## src/rtl/if_stage_pkg.sv

```systemverilog
// Shared definitions for the instruction-fetch stage: widths, defaults, FSM encoding.
package if_stage_pkg;

    localparam int unsigned INSTR_W = 32;

    // sll $0,$0,0 doubles as the pipeline bubble
    localparam logic [INSTR_W-1:0] NOP_INSTR_DEF = '0;
    localparam logic [INSTR_W-1:0] RESET_PC_DEF  = '0;

    typedef enum logic [1:0] {
        StFetch = 2'd0,  // request open at pc
        StDrop  = 2'd1,  // request open at a stale address; its data is discarded
        StHold  = 2'd2   // fetched word parked in the skid buffer while stalled
    } fetch_state_e;

    // Sequential successor address; wraps modulo 2^32
    function automatic logic [INSTR_W-1:0] pc_plus4(input logic [INSTR_W-1:0] pc);
        return pc + INSTR_W'(4);
    endfunction

    // Instruction fetches are always word aligned
    function automatic logic [INSTR_W-1:0] word_align(input logic [INSTR_W-1:0] addr);
        return addr & ~INSTR_W'(3);
    endfunction

endpackage

```

## src/rtl/if_stage_if.sv

```systemverilog
// Request/acknowledge instruction-memory port between the fetch stage and memory.
interface if_stage_if;
    import if_stage_pkg::*;

    logic               req;
    logic [INSTR_W-1:0] addr;
    logic               ack;
    logic [INSTR_W-1:0] rdata;

    modport master (
        output req,
        output addr,
        input  ack,
        input  rdata
    );

    modport slave (
        input  req,
        input  addr,
        output ack,
        output rdata
    );

endinterface

```

## src/rtl/if_fetch_buf.sv

```systemverilog
// Single-entry skid buffer holding one fetched instruction and its pc+4 while stalled.
module if_fetch_buf
    import if_stage_pkg::*;
(
    input  logic               clk,
    input  logic               rst,
    input  logic               load,
    input  logic               clear,
    input  logic               drain,
    input  logic [INSTR_W-1:0] load_instr,
    input  logic [INSTR_W-1:0] load_pc_plus4,
    output logic [INSTR_W-1:0] instr,
    output logic [INSTR_W-1:0] pc_plus4,
    output logic               full
);

    logic [INSTR_W-1:0] instr_q;
    logic [INSTR_W-1:0] pc_plus4_q;
    logic               full_q;

    // Entry storage; clear beats load beats drain
    always_ff @(posedge clk) begin
        if (!rst) begin
            instr_q    <= '0;
            pc_plus4_q <= '0;
            full_q     <= 1'b0;
        end else if (clear) begin
            full_q <= 1'b0;
        end else if (load) begin
            instr_q    <= load_instr;
            pc_plus4_q <= load_pc_plus4;
            full_q     <= 1'b1;
        end else if (drain) begin
            full_q <= 1'b0;
        end
    end

    assign instr    = instr_q;
    assign pc_plus4 = pc_plus4_q;
    assign full     = full_q;

endmodule

```

## src/rtl/if_stage.sv

```systemverilog
// MIPS instruction-fetch stage: owns the pc, drives the imem port and feeds IF/ID.
module if_stage
    import if_stage_pkg::*;
#(
    parameter logic [INSTR_W-1:0] RESET_PC  = RESET_PC_DEF,
    parameter logic [INSTR_W-1:0] NOP_INSTR = NOP_INSTR_DEF
) (
    input  logic               clk,
    input  logic               rst,
    input  logic               stall,
    input  logic               redirect_valid,
    input  logic [INSTR_W-1:0] redirect_pc,
    if_stage_if.master         imem,
    output logic [INSTR_W-1:0] instruction_out,
    output logic [INSTR_W-1:0] pc_out,
    output logic               valid_out
);

    fetch_state_e       state_q, state_d;
    logic [INSTR_W-1:0] pc_q, pc_d;
    logic [INSTR_W-1:0] req_addr_q, req_addr_d;
    logic [INSTR_W-1:0] instr_q, instr_d;
    logic [INSTR_W-1:0] pc_out_q, pc_out_d;
    logic               valid_q, valid_d;

    logic [INSTR_W-1:0] pc_inc;
    logic [INSTR_W-1:0] redirect_target;
    logic               buf_load, buf_clear, buf_drain;
    logic [INSTR_W-1:0] buf_instr, buf_pc_plus4;
    logic               buf_full;

    assign pc_inc          = pc_plus4(pc_q);
    assign redirect_target = word_align(redirect_pc);

    if_fetch_buf u_fetch_buf (
        .clk           (clk),
        .rst           (rst),
        .load          (buf_load),
        .clear         (buf_clear),
        .drain         (buf_drain),
        .load_instr    (imem.rdata),
        .load_pc_plus4 (pc_inc),
        .instr         (buf_instr),
        .pc_plus4      (buf_pc_plus4),
        .full          (buf_full)
    );

    // Next-state, next-pc and IF/ID output decisions; redirect outranks stall outranks ack
    always_comb begin
        state_d   = state_q;
        pc_d      = pc_q;
        instr_d   = instr_q;
        pc_out_d  = pc_out_q;
        valid_d   = valid_q;
        buf_load  = 1'b0;
        buf_clear = 1'b0;
        buf_drain = 1'b0;

        unique case (state_q)
            StFetch: begin
                if (redirect_valid) begin
                    pc_d     = redirect_target;
                    instr_d  = NOP_INSTR;
                    pc_out_d = '0;
                    valid_d  = 1'b0;
                    // An unanswered request stays open; its data must be swallowed
                    if (!imem.ack) begin
                        state_d = StDrop;
                    end
                end else if (stall) begin
                    if (imem.ack) begin
                        buf_load = 1'b1;
                        state_d  = StHold;
                    end
                end else if (imem.ack) begin
                    instr_d  = imem.rdata;
                    pc_out_d = pc_inc;
                    valid_d  = 1'b1;
                    pc_d     = pc_inc;
                end else begin
                    instr_d  = NOP_INSTR;
                    pc_out_d = '0;
                    valid_d  = 1'b0;
                end
            end
            StDrop: begin
                instr_d  = NOP_INSTR;
                pc_out_d = '0;
                valid_d  = 1'b0;
                if (redirect_valid) begin
                    pc_d = redirect_target;
                end
                if (imem.ack) begin
                    state_d = StFetch;
                end
            end
            StHold: begin
                if (redirect_valid) begin
                    buf_clear = 1'b1;
                    pc_d      = redirect_target;
                    instr_d   = NOP_INSTR;
                    pc_out_d  = '0;
                    valid_d   = 1'b0;
                    state_d   = StFetch;
                end else if (!stall) begin
                    buf_drain = 1'b1;
                    instr_d   = buf_instr;
                    pc_out_d  = buf_pc_plus4;
                    valid_d   = buf_full;
                    pc_d      = pc_inc;
                    state_d   = StFetch;
                end
            end
            default: begin
                state_d = StFetch;
            end
        endcase

        // Entering DROP freezes the outstanding address; otherwise the request follows pc
        if (state_d == StDrop) begin
            req_addr_d = (state_q == StDrop) ? req_addr_q : pc_q;
        end else begin
            req_addr_d = pc_d;
        end
    end

    // State, pc and IF/ID output registers
    always_ff @(posedge clk) begin
        if (!rst) begin
            state_q    <= StFetch;
            pc_q       <= RESET_PC;
            req_addr_q <= RESET_PC;
            instr_q    <= NOP_INSTR;
            pc_out_q   <= '0;
            valid_q    <= 1'b0;
        end else begin
            state_q    <= state_d;
            pc_q       <= pc_d;
            req_addr_q <= req_addr_d;
            instr_q    <= instr_d;
            pc_out_q   <= pc_out_d;
            valid_q    <= valid_d;
        end
    end

    assign imem.req        = (state_q != StHold);
    assign imem.addr       = req_addr_q;
    assign instruction_out = instr_q;
    assign pc_out          = pc_out_q;
    assign valid_out       = valid_q;

    // Memory may only answer while a request is open
    ack_without_req: assert property (@(posedge clk) disable iff (!rst)
        !(state_q == StHold && imem.ack));

endmodule
```

## src/flat_wrapper.sv

```systemverilog
// flat-port wrapper written by rule: the top's interface ports become plain ports
module if_stage_flat import if_stage_pkg::*;
#(
    parameter logic [INSTR_W-1:0] RESET_PC  = RESET_PC_DEF,
    parameter logic [INSTR_W-1:0] NOP_INSTR = NOP_INSTR_DEF
)
  (clk, rst, stall, redirect_valid, redirect_pc, instruction_out, pc_out, valid_out, imem_req, imem_addr, imem_ack, imem_rdata);
  if_stage_if imem_i ();
  input  logic clk;
  input  logic rst;
  input  logic stall;
  input  logic redirect_valid;
  input  logic [INSTR_W-1:0] redirect_pc;
  output logic [INSTR_W-1:0] instruction_out;
  output logic [INSTR_W-1:0] pc_out;
  output logic valid_out;
  output wire logic [$bits(imem_i.req)-1:0] imem_req;
  output wire logic [$bits(imem_i.addr)-1:0] imem_addr;
  input wire logic [$bits(imem_i.ack)-1:0] imem_ack;
  input wire logic [$bits(imem_i.rdata)-1:0] imem_rdata;
  assign imem_req = imem_i.req;
  assign imem_addr = imem_i.addr;
  assign imem_i.ack = imem_ack;
  assign imem_i.rdata = imem_rdata;
  if_stage #(.RESET_PC(RESET_PC), .NOP_INSTR(NOP_INSTR)) u_core (.clk(clk), .rst(rst), .stall(stall), .redirect_valid(redirect_valid), .redirect_pc(redirect_pc), .imem(imem_i), .instruction_out(instruction_out), .pc_out(pc_out), .valid_out(valid_out));
endmodule
```

## config.mk

```make
export PLATFORM = sky130hd
export DESIGN_NAME = if_stage_flat
export DESIGN_NICKNAME = d
export VERILOG_FILES = /design/src/rtl/if_stage_pkg.sv /design/src/rtl/if_stage_if.sv /design/src/rtl/if_fetch_buf.sv /design/src/rtl/if_stage.sv /design/src/flat_wrapper.sv
export SDC_FILE = /design/constraint.sdc
export NUM_CORES = 1
export LEC_CHECK = 0
export ABC_AREA = 1
export CORE_MARGIN = 5
export CORE_UTILIZATION = 54
export CTS_CLUSTER_SIZE = 10
export DETAILED_ROUTE_END_ITERATION = 12
export HOLD_SLACK_MARGIN = 0.06
export PLACE_DENSITY = 0.81
export SYNTH_ARGS = -nofsm -noshare
export SYNTH_HDL_FRONTEND = slang
export SYNTH_SLANG_ARGS = --single-unit
```

## constraint.sdc

```tcl
create_clock -name clk -period 2.2 [get_ports clk]
set_input_delay 0.22 -clock clk [delete_from_list [all_inputs] [get_ports clk]]
set_output_delay 0.22 -clock clk [all_outputs]
set_load 0.05 [all_outputs]
```

==> results of run 1 <==
==> cell usage in the layout (no fill, tap or decap), types with 7 or more instances in the layout <==
master           netlist  routed
nand2_1              437     437
a21oi_1              223     223
dfxtp_1              196     195
clkdlybuf4s50_1        0     162
o21ai_0              143     143
nor2_1               107     106
buf_4                  3      98
inv_1                 80      79
nand3_1               74      74
clkbuf_16              0      17
o21ai_1               11      10
nor3_1                12      10
buf_12                 0      10
o21bai_1               9       9
inv_2                  8       8
o211ai_1               8       8
xor2_1                10       8
nor2_4                 6       7
nor2_2                 7       7
==> worst max-delay path, cell delays in order, from the launching register on <==
cell and delay (ps):
dfxtp_1 370, ha_1 180, nand2_1 120, nor2_4 190
nand2_4 120, xor2_1 280, inv_1 130, o21ai_0 160
o21ai_0 160, nand2_1 90, o21ai_0 100, nand2_1 70
nand2_1 50
==> repair_timing <==
item / 4_1_cts / 5_1_grt
gates resized for setup: 1 / 11
setup buffers: 0 / 2
endpoints found under the setup margin: 2 / 75
pin swaps: 0 / 1
==> metrics by stage <==
| stage | instances | area (um2) | util, % | hold slack [ps] |
|---|---|---|---|---|
| floorplan | 1489 | 9910 | - | 364 |
| CTS | 1929 | 12900 | 71.8 | 175 |
| global placement | 1897 | 12300 | 68.3 | 452 |
| finish | 1931 | 13000 | 72.2 | 188 |
| detailed placement | 1897 | 12300 | 68.3 | 458 |
| global route | 1931 | 13000 | 72.2 | 190 |
==> kinds of logic after synthesis <==
group / count (synthesis) / share of synthesized area (%)
AOI/OAI and AO/OA: 419 / 22.2
xor gates and xnor gates: 12 / 1.21
adders and majority gates: 6 / 0.758
buffers and inverters: 185 / 8.12
DFF: 196 / 39.6
and+or+nand+nor: 671 / 28.1
==> worst paths after layout <==
| path | slack [ps] | to | cells after the start | from |
|---|---|---|---|---|
| max reg2reg | 90 | u_core.imem.addr[10]$_SDFFE_PN0P_ | 12 | u_core.pc_q[2]$_SDFF_PN0_ |
| max | 90 | u_core.imem.addr[10]$_SDFFE_PN0P_ | 12 | u_core.pc_q[2]$_SDFF_PN0_ |
| min | 190 | u_core.imem.addr[31]$_SDFFE_PN0P_ | 3 | rst |
| min reg2reg | 470 | u_core.u_fetch_buf.instr[12]$_SDFFE_PN0P_ | 2 | u_core.u_fetch_buf.instr[12]$_SDFFE_PN0P_ |
==> state kept, by name (all words and copies together) (netlist names) <==
name / flops
u_core.state_q: 2
u_core.imem.addr: 32
u_core.pc_q: 32
u_core.valid_out: 1
u_core.instruction_out: 32
u_core.u_fetch_buf.full: 1
u_core.u_fetch_buf.instr: 32
u_core.pc_out: 32
u_core.u_fetch_buf.pc_plus4: 32
==> area by class of cell <==
type	instances	area (um2)	area share, %
Multi-Input combinational cell	1108	5240	40.3
Inverter	93	359	2.76
Clock inverter	14	183	1.40
Sequential cell	196	3930	30.2
Clock buffer	18	429	3.30
Tap cell	229	287	2.20
Timing Repair Buffer	273	2590	19.9
==> power groups by stage <==
stage	registers, uW	clock network, uW	logic (uW)
after detailed placement	4120	0	2730
after global placement	4110	0	2690
final	4050	3200	2770
after CTS	4040	3220	2750
after global routing	4080	3380	2980
after floorplan	4690	0	1080
==> layer usage <==
layer	up-vias	global-route usage (%)
li1	5280	-
met1	5056	41.5
met2	511	51.4
met3	85	5.48
met4	0	11.5
met5	-	0
==> impl_metrics.yaml, run 1 <==
logic_synthesis:
  post_synth_inst_count: 1489
  synthesis.yosys.warnings: 0
  postSynthAreaPerCell_um2: 6.65
  async_reset_ff_share_pct: 0
  yosys.cell_types.count: 47
  ys_top_cells_by_area: "dfxtp_1 (40%), nand2_1 (17%), a21oi_1 (11%)"
  synth_edf_count: 0
  cell_area_after_synthesis_mm2: 0.00991
  synth_top_flop_cell: "dfxtp_1"
  synth_top_area_cell: "dfxtp_1"
  syn_nets: 1564
  yosysSeqAreaShare_pct: 39.6
  synth_commonest_cells: "nand2_1 (437), a21oi_1 (223), dfxtp_1 (196)"
  ys_seq_elements: 196
  yosys.cell_count.top_type: "nand2_1"
  post-synth-top-area-fraction_pct: 39.6
pwr:
  cell_internal_power_uw: 6370
  switching_power_of_the_nets_uw: 3660
  share_of_power_burned_in_the_clock_network_pct: 32.0
  finalPower_uw: 10000
  power_density_mw_per_mm2: 770
  netSwitchingFraction_pct: 36.5
  pwr-share-comb_pct: 27.7
  power.leakage_uw: 0.00539
  irDropWorstVdd_mv: 0.594
  sequential_group_share_of_total_power_pct: 40.4
routing:
  met2WireLength_um: 16100
  met3RoutedLength_um: 2660
  wl_per_cell_um: 17.8
  top_layer_used: "met4"
  route.final.wire_length_um: 34300
  route.antenna.remaining_nets: 0
  vias_per_cell: 5.66
  met1_length_um: 14200
  detail_route.iter0.violations: 1172
  drt_drc_violations_left: 0
  num_vias: 10932
  detail_route.first_pass.iterations: 6
critical_path:
  timing.critical_path.from_type: "flip-flop"
  setup.worst_path.class: "flip-flop to flip-flop"
  critPathArrivalTime_ps: 2450
  endpoint_class_of_the_critical_path: "flip-flop"
  critical_path_required_ps: 2540
  critical_path.max_fanout: 6
timing:
  clock-skew-final_ps: 13.0
  timing_worst_slew_pin_value_ps: 576
  timing.slew.headroom_pct: 61.5
  rsz0062_at_grt: "no"
  fin_tns_setup_ps: 0
  drv_slew: 0
  finalSetupViolations: 0
  final.min_clock_period_ps: 2110
  report.final.hold_viol_count: 0
  postLayoutSetupSlackWorst_ps: 88.1
  final.period_utilization_pct: 96.0
  clock.fmax_ghz: 0.474
floorplan:
  die_h_um: 145
  boundaryPins: 167
  die_span_in_x_um: 145
  std_cell_rows: 49
  design.die.area_mm2: 0.0212
  fp.coreArea_mm2: 0.0180
  starting_utilization_of_the_core_area_pct: 55.0
cts:
  numClockSinks: 196
  clk-insertion-delay-late_ps: 450
  cts.htree.levels: 4
  cts.clk_slew.worst_paths_ps: 80
  cts_hold_buf: 0
  clockRootBuffer: "clkbuf_16"
  tritoncts: "built"
  clock_tree.buffer_depth: 2
  tritoncts.num_buffers: 17
layout:
  areaGrowthSynthToFinish_pct: 31.3
  antenna_cells_inserted: 0
  final.fill_count: 1525
  post_route_cells_drive_above_1_share_pct: 11.5
  layout.nets: 1764
global_routing:
  global_route_wire_length_before_repair_um: 54900
  antenna_found_initial: 0
  grt_pass1_vias: 10648
  grt_remaining_overflow: 0
  groute.usage.overall_pct: 31.3
  pin_count_of_the_biggest_net_entering_global_routing: 111
run:
  maxCapViolCount: 0
placement:
  io_buffers: 164
  gp_congestion: 0.965
  dp.final_hpwl_um: 24700
  place_worst_setup_slack_ps: -31.2
outcome:
  outcome: "finished clean"
worst_hold_path:
  worst_hold_path_type: "input pin to flip-flop"
(Power assumes the default switching activity.)
==> inputs of run 2 (changes only) <==
--- a/config.mk
+++ b/config.mk
@@ -12,6 +12,7 @@
 export DETAILED_ROUTE_END_ITERATION = 12
 export HOLD_SLACK_MARGIN = 0.06
 export PLACE_DENSITY = 0.81
+export SETUP_SLACK_MARGIN = 0.2
 export SYNTH_ARGS = -nofsm -noshare
 export SYNTH_HDL_FRONTEND = slang
 export SYNTH_SLANG_ARGS = --single-unit
==> run 2 against run 1 <==
  * Wire length fell by 0.15%
  * Utilization rose by 0.98 points
  * Clock skew barely moved
  * Flip-flop and latch count did not move
  * Setup slack improved by 120 ps
  * Power rose by 0.15%
  * Sequential power barely moved
  * Global-route usage fell by 0.67 points
  * Maximum frequency rose by 5.8%
  * Clock power fell by 2%
==> impl_metrics.yaml, run 2 (synthesized netlist as in run 1, its figures left out) <==
outcome:
  outcome: "finished clean"
routing:
  detail_route.iter0.violations: 1104
  vias_per_cell: 5.75
  detail_route.first_pass.iterations: 8
  route.antenna.remaining_nets: 0
  drt_drc_violations_left: 0
  num_vias: 11057
  wl_per_cell_um: 17.8
  route.final.wire_length_um: 34300
timing:
  drv_slew: 0
  final.period_utilization_pct: 90.7
  timing_worst_slew_pin_value_ps: 571
  final.min_clock_period_ps: 2000
  clock-skew-final_ps: 13.3
  rsz0062_at_grt: "yes"
  report.final.hold_viol_count: 0
  clock.fmax_ghz: 0.501
  timing.slew.headroom_pct: 61.8
  finalSetupViolations: 0
cts:
  tritoncts: "built"
  tritoncts.num_buffers: 17
  cts.clk_slew.worst_paths_ps: 80
  clockRootBuffer: "clkbuf_16"
  cts.htree.levels: 4
  clk-insertion-delay-late_ps: 450
  clock_tree.buffer_depth: 2
  cts_hold_buf: 0
  numClockSinks: 196
floorplan:
  std_cell_rows: 49
  starting_utilization_of_the_core_area_pct: 55.0
  boundaryPins: 167
  fp.coreArea_mm2: 0.0180
  die_h_um: 145
  design.die.area_mm2: 0.0212
  die_span_in_x_um: 145
global_routing:
  grt_pass1_vias: 10312
  grt_remaining_overflow: 0
  groute.usage.overall_pct: 30.7
  global_route_wire_length_before_repair_um: 53900
  antenna_found_initial: 1
  pin_count_of_the_biggest_net_entering_global_routing: 111
layout:
  fin_util_pct: 73.2
  areaGrowthSynthToFinish_pct: 33.1
  fin_area_mm2: 0.0132
  final_cells: 1922
  layout_common_cells: "nand2_1 (434), a21oi_1 (223), dfxtp_1 (182)"
  antenna_cells_inserted: 0
  layout.nets: 1755
  mostFrequentLayoutCell: "nand2_1"
  post_route_cells_drive_above_1_share_pct: 13.3
critical_path:
  critical_path_required_ps: 2550
  critPathArrivalTime_ps: 2350
  r2r.worst_path.cells: 10
  critical-path-slowest-cell: "dfxtp_4"
  critical_path.max_fanout: 12
  timing.critical_path.from_type: "flip-flop"
  critical_path.cell_chain: "buf_4, ha_2, inv_1, buf_4, nand3_1, o21ai_0, nor3b_1, nor4_2, nand2_1, nand2_1"
  timing.critical_path.slowest_cell_delay_ps: 370
  endpoint_class_of_the_critical_path: "flip-flop"
  setup.worst_path.class: "flip-flop to flip-flop"
placement:
  placed_cell_area_mm2: 0.0122
  dp.final_hpwl_um: 23500
  post-place-cells: 1877
  gp_congestion: 1.03
  io_buffers: 164
pwr:
  power.leakage_uw: 0.00540
  irDropWorstVdd_mv: 0.619
  power_density_mw_per_mm2: 761
worst_hold_path:
  worst_hold_path_type: "input pin to flip-flop"
  min_delay_path_depth: 3
run:
  maxCapViolCount: 0
## run 2: cell count changes in the layout (fill, tap and decap cells not counted), moves of 4 or more
| cell | previous run | this run |
|---|---|---|
| dfxtp_1 | 195 | 182 |
| ha_4 | 0 | 4 |
| dfxtp_2 | 1 | 11 |
| inv_1 | 79 | 75 |
| nor2_4 | 7 | 13 |
| clkinv_8 | 6 | 2 |
| buf_4 | 98 | 85 |
| o21ai_0 | 143 | 138 |
| nor2_1 | 106 | 98 |
## run 2: metal layers
layer / GRT usage, % / vias to the layer above / part of all wire [%]
met5: 0 / - / 0
met4: 11.9 / 0 / 3.5
met3: 4.48 / 94 / 8.6
met2: 50.1 / 542 / 47
met1: 41.1 / 5140 / 41
li1: - / 5281 / -
## run 2: report_power, final
part           internal [uW]  leakage (uW)  switching, uW
Combinational           1010       0.00350           1820
Sequential              3840       0.00161            225
Clock                   1530      0.000281           1600
Total                   6390       0.00540           3650
## run 2: cell type report
type                            count  area, um2
Clock buffer                       18        429
Clock inverter                     14        158
Fill cell                        1474       4840
Inverter                           93        370
Multi-Input combinational cell   1108       5430
Sequential cell                   196       3950
Tap cell                          229        287
Timing Repair Buffer              264       2560
## run 2: metrics by stage
stage / setup slack [ps] / total power (uW) / hold slack [ps] / TNS (ps)
global route: 104 / 10400 / 196 / 0
detailed placement: -31.5 / 6810 / 458 / -49.7
CTS: 149 / 9910 / 175 / 0
global placement: -0.766 / 6770 / 452 / -0.766
finish: 204 / 10000 / 201 / 0
floorplan: 264 / 5770 / 364 / 0
## run 2: worst max-delay path: cells and delay by family (launching register included)
kind / cells / cell delay (ps)
fa+ha+maj: 1 / 210
buf+inv: 3 / 490
simple gates: 5 / 710
compound gates: 1 / 120
flops: 1 / 370
## run 2: worst paths after layout
path	to	startpoint	slack, ps
min	u_core.imem.addr[4]$_SDFFE_PN0P_	rst	200
max reg2reg	u_core.imem.addr[4]$_SDFFE_PN0P_	u_core.state_q[1]$_SDFF_PN0_	200
max	u_core.imem.addr[4]$_SDFFE_PN0P_	u_core.state_q[1]$_SDFF_PN0_	200
min reg2reg	u_core.u_fetch_buf.instr[28]$_SDFFE_PN0P_	u_core.u_fetch_buf.instr[28]$_SDFFE_PN0P_	470
## run 2: repair_timing
action,4_1_cts,5_1_grt
gates resized for setup,13,68
endpoints found under the setup margin,18,69
gates cloned,0,2
pin swaps,1,11
setup buffers,1,10
==> variant, RTL diff (config.mk and constraints of run 1) <==
Reset style: asynchronous (`rst`), changed in 2 clocked blocks.
--- a/src/rtl/if_fetch_buf.sv
+++ b/src/rtl/if_fetch_buf.sv
@@ -20,5 +20,5 @@
 
     // Entry storage; clear beats load beats drain
-    always_ff @(posedge clk) begin
+    always_ff @(posedge clk or negedge rst) begin
         if (!rst) begin
             instr_q    <= '0;
--- a/src/rtl/if_stage.sv
+++ b/src/rtl/if_stage.sv
@@ -126,5 +126,5 @@
 
     // State, pc and IF/ID output registers
-    always_ff @(posedge clk) begin
+    always_ff @(posedge clk or negedge rst) begin
         if (!rst) begin
             state_q    <= StFetch;
Function: differs if rst is asserted again (counterexample within 4 cycles, from zero or initial values and one cycle with rst low); with rst held inactive, the same outputs for 4 cycles.
==> variant against run 1 <==
- sequential share of layout area rose by 6.3 points
- synthesized cell count fell by 2.3%
- area after synthesis rose by 6.2%
- wire length fell by 8.1%
- final area rose by 3.5%
- sequential cell count did not move
- final cell count fell by 0.93%
- non-clock buffer count fell by 36
- setup slack improved by 0.073 ns
- critical path depth fell by 1
- critical endpoint is now u_core.imem.addr[23]
Power is not compared: it rests on default switching activity, and its combinational part moved more than twofold at a synthesized area within 25%.
==> variant: results (changes against run 1) <==
SETUP PATH
----------------------------------------------------------------------------------------
Data arrival at the endpoint of the critical path .........................      2.38 ns   -0.07 ns
Critical path capture point ............................................... u_core.imem.addr[23]
Largest stage delay on the critical path ..................................      0.53 ns   +0.16 ns
Worst flop-to-flop path startpoint ........................................ u_core.pc_q[14]
Start point of the critical path .......................................... u_core.pc_q[14]
Slowest library cell on the worst path ....................................      dfrtp_1
Flop-to-flop setup slack ..................................................      0.16 ns   +0.07 ns
Worst reg-to-reg path cell count ..........................................           11   -1

GLOBAL ROUTE
----------------------------------------------------------------------------------------
Routing usage on met2 .....................................................       42.81%   -8.6 points
Largest net degree at the start of global routing .........................           91   -18%
Grt met1 use ..............................................................       42.74%   +1.2 points
Global-route wire length before repair ....................................     50940 um   -7.2%
Via count of the first global-routing pass ................................         9879   -7.2%
Global routing met3 resource utilization ..................................       4.391%   -1.1 points

FINAL LAYOUT
----------------------------------------------------------------------------------------
Data buffer area share ....................................................       17.12%   -2.8 points
Final Net Count ...........................................................         1710   -3.1%
Layout clock area frac ....................................................       4.663%   -0.040 points
Non-clk invs ..............................................................           75   -19%
Non-clock buffer count ....................................................          237   -13%
Proportion of cell area occupied by multi-input gates .....................       37.21%   -3.0 points
Layout clock buffers ......................................................           17   -1
Number of inserted filler cells in the final layout .......................         1598   +4.8%
Area occupied by registers ................................................     4907 um2   +25%
Design area ...............................................................    13470 um2   +3.5%

TIMING
----------------------------------------------------------------------------------------
Fmax ......................................................................    490.4 MHz   +3.6%
Hold slack final ..........................................................    0.2805 ns   +0.09250 ns
Transition time of the tightest slew-check pin ............................    0.5848 ns   +0.008381 ns
Worst clock skew ..........................................................   0.01475 ns   +0.001702 ns

SYNTHESIS
----------------------------------------------------------------------------------------
Nets in the synthesized netlist ...........................................         1530   -2.2%
Leading post-synthesis cells by cell area ................................. dfrtp_1 47%, nand2_1 18%, a21oi_1 8.7%
Most frequent cells after synthesis ....................................... 496 x nand2_1, 196 x dfrtp_1, 183 x a21oi_1, 183 x nor2_1, 75 x nand3_1
Sequential fraction of the synthesis area .................................       46.63%   +7.0 points
Most frequently used flop master after synthesis ..........................      dfrtp_1
Library cells used by synthesis ...........................................           38   -19%
Async set-or-reset flop fraction in the synthesized netlist ...............       100.0%   +100 points

ROUTE
----------------------------------------------------------------------------------------
Initial drt markers .......................................................         1161   -0.94%
Routed length on met3 .....................................................      2901 um   +9.2%
Avg Vias per Cell .........................................................        5.498   -2.9%
Via total after detailed routing ..........................................        10518   -3.8%
Average wire per standard cell ............................................     16.49 um   -7.2%

STATUS
----------------------------------------------------------------------------------------
Result of the run .........................................................    completed

PLACE
----------------------------------------------------------------------------------------
Total half-perimeter wirelength after legalization and detailed placement .     22350 um   -9.5%
Post-placement setup slack ................................................   0.01746 ns   +0.04864 ns
Total placed cells including tap cells ....................................         1878   -1.0%

==> variant: cell types whose count changed after synthesis, sizes merged, moves of 15 or more <==
cell,before,now
nor2,120,192
o21ai,157,61
inv,90,75
nand2,444,501
dfrtp,0,196
a21oi,223,184
dfxtp,196,0
or2,6,24
==> variant: cells by family (layout without fill, tap and decap cells) <==
logic type      after synthesis  after routing  synth area share [%]
buf+inv                     151            344                 6.185
xor+xnor                      9              9                0.7494
fa+ha+maj                     6              6                0.7137
compound gates              285            285                 14.48
flops                       196            196                 46.63
simple gates                808            808                 31.25
==> variant: where the power goes <==
part,switching [mW],internal (mW)
Combinational,7.77,3.95
Clock,1.58,1.75
Sequential,1.24,5.28
==> variant: repair_timing <==
action                                 in CTS  in global routing
hold buffers                                1                  0
endpoints found under the hold margin      47                  0
gates resized for setup                     0                 11
setup endpoints to repair                   0                 42
buffers inserted                            0                  2
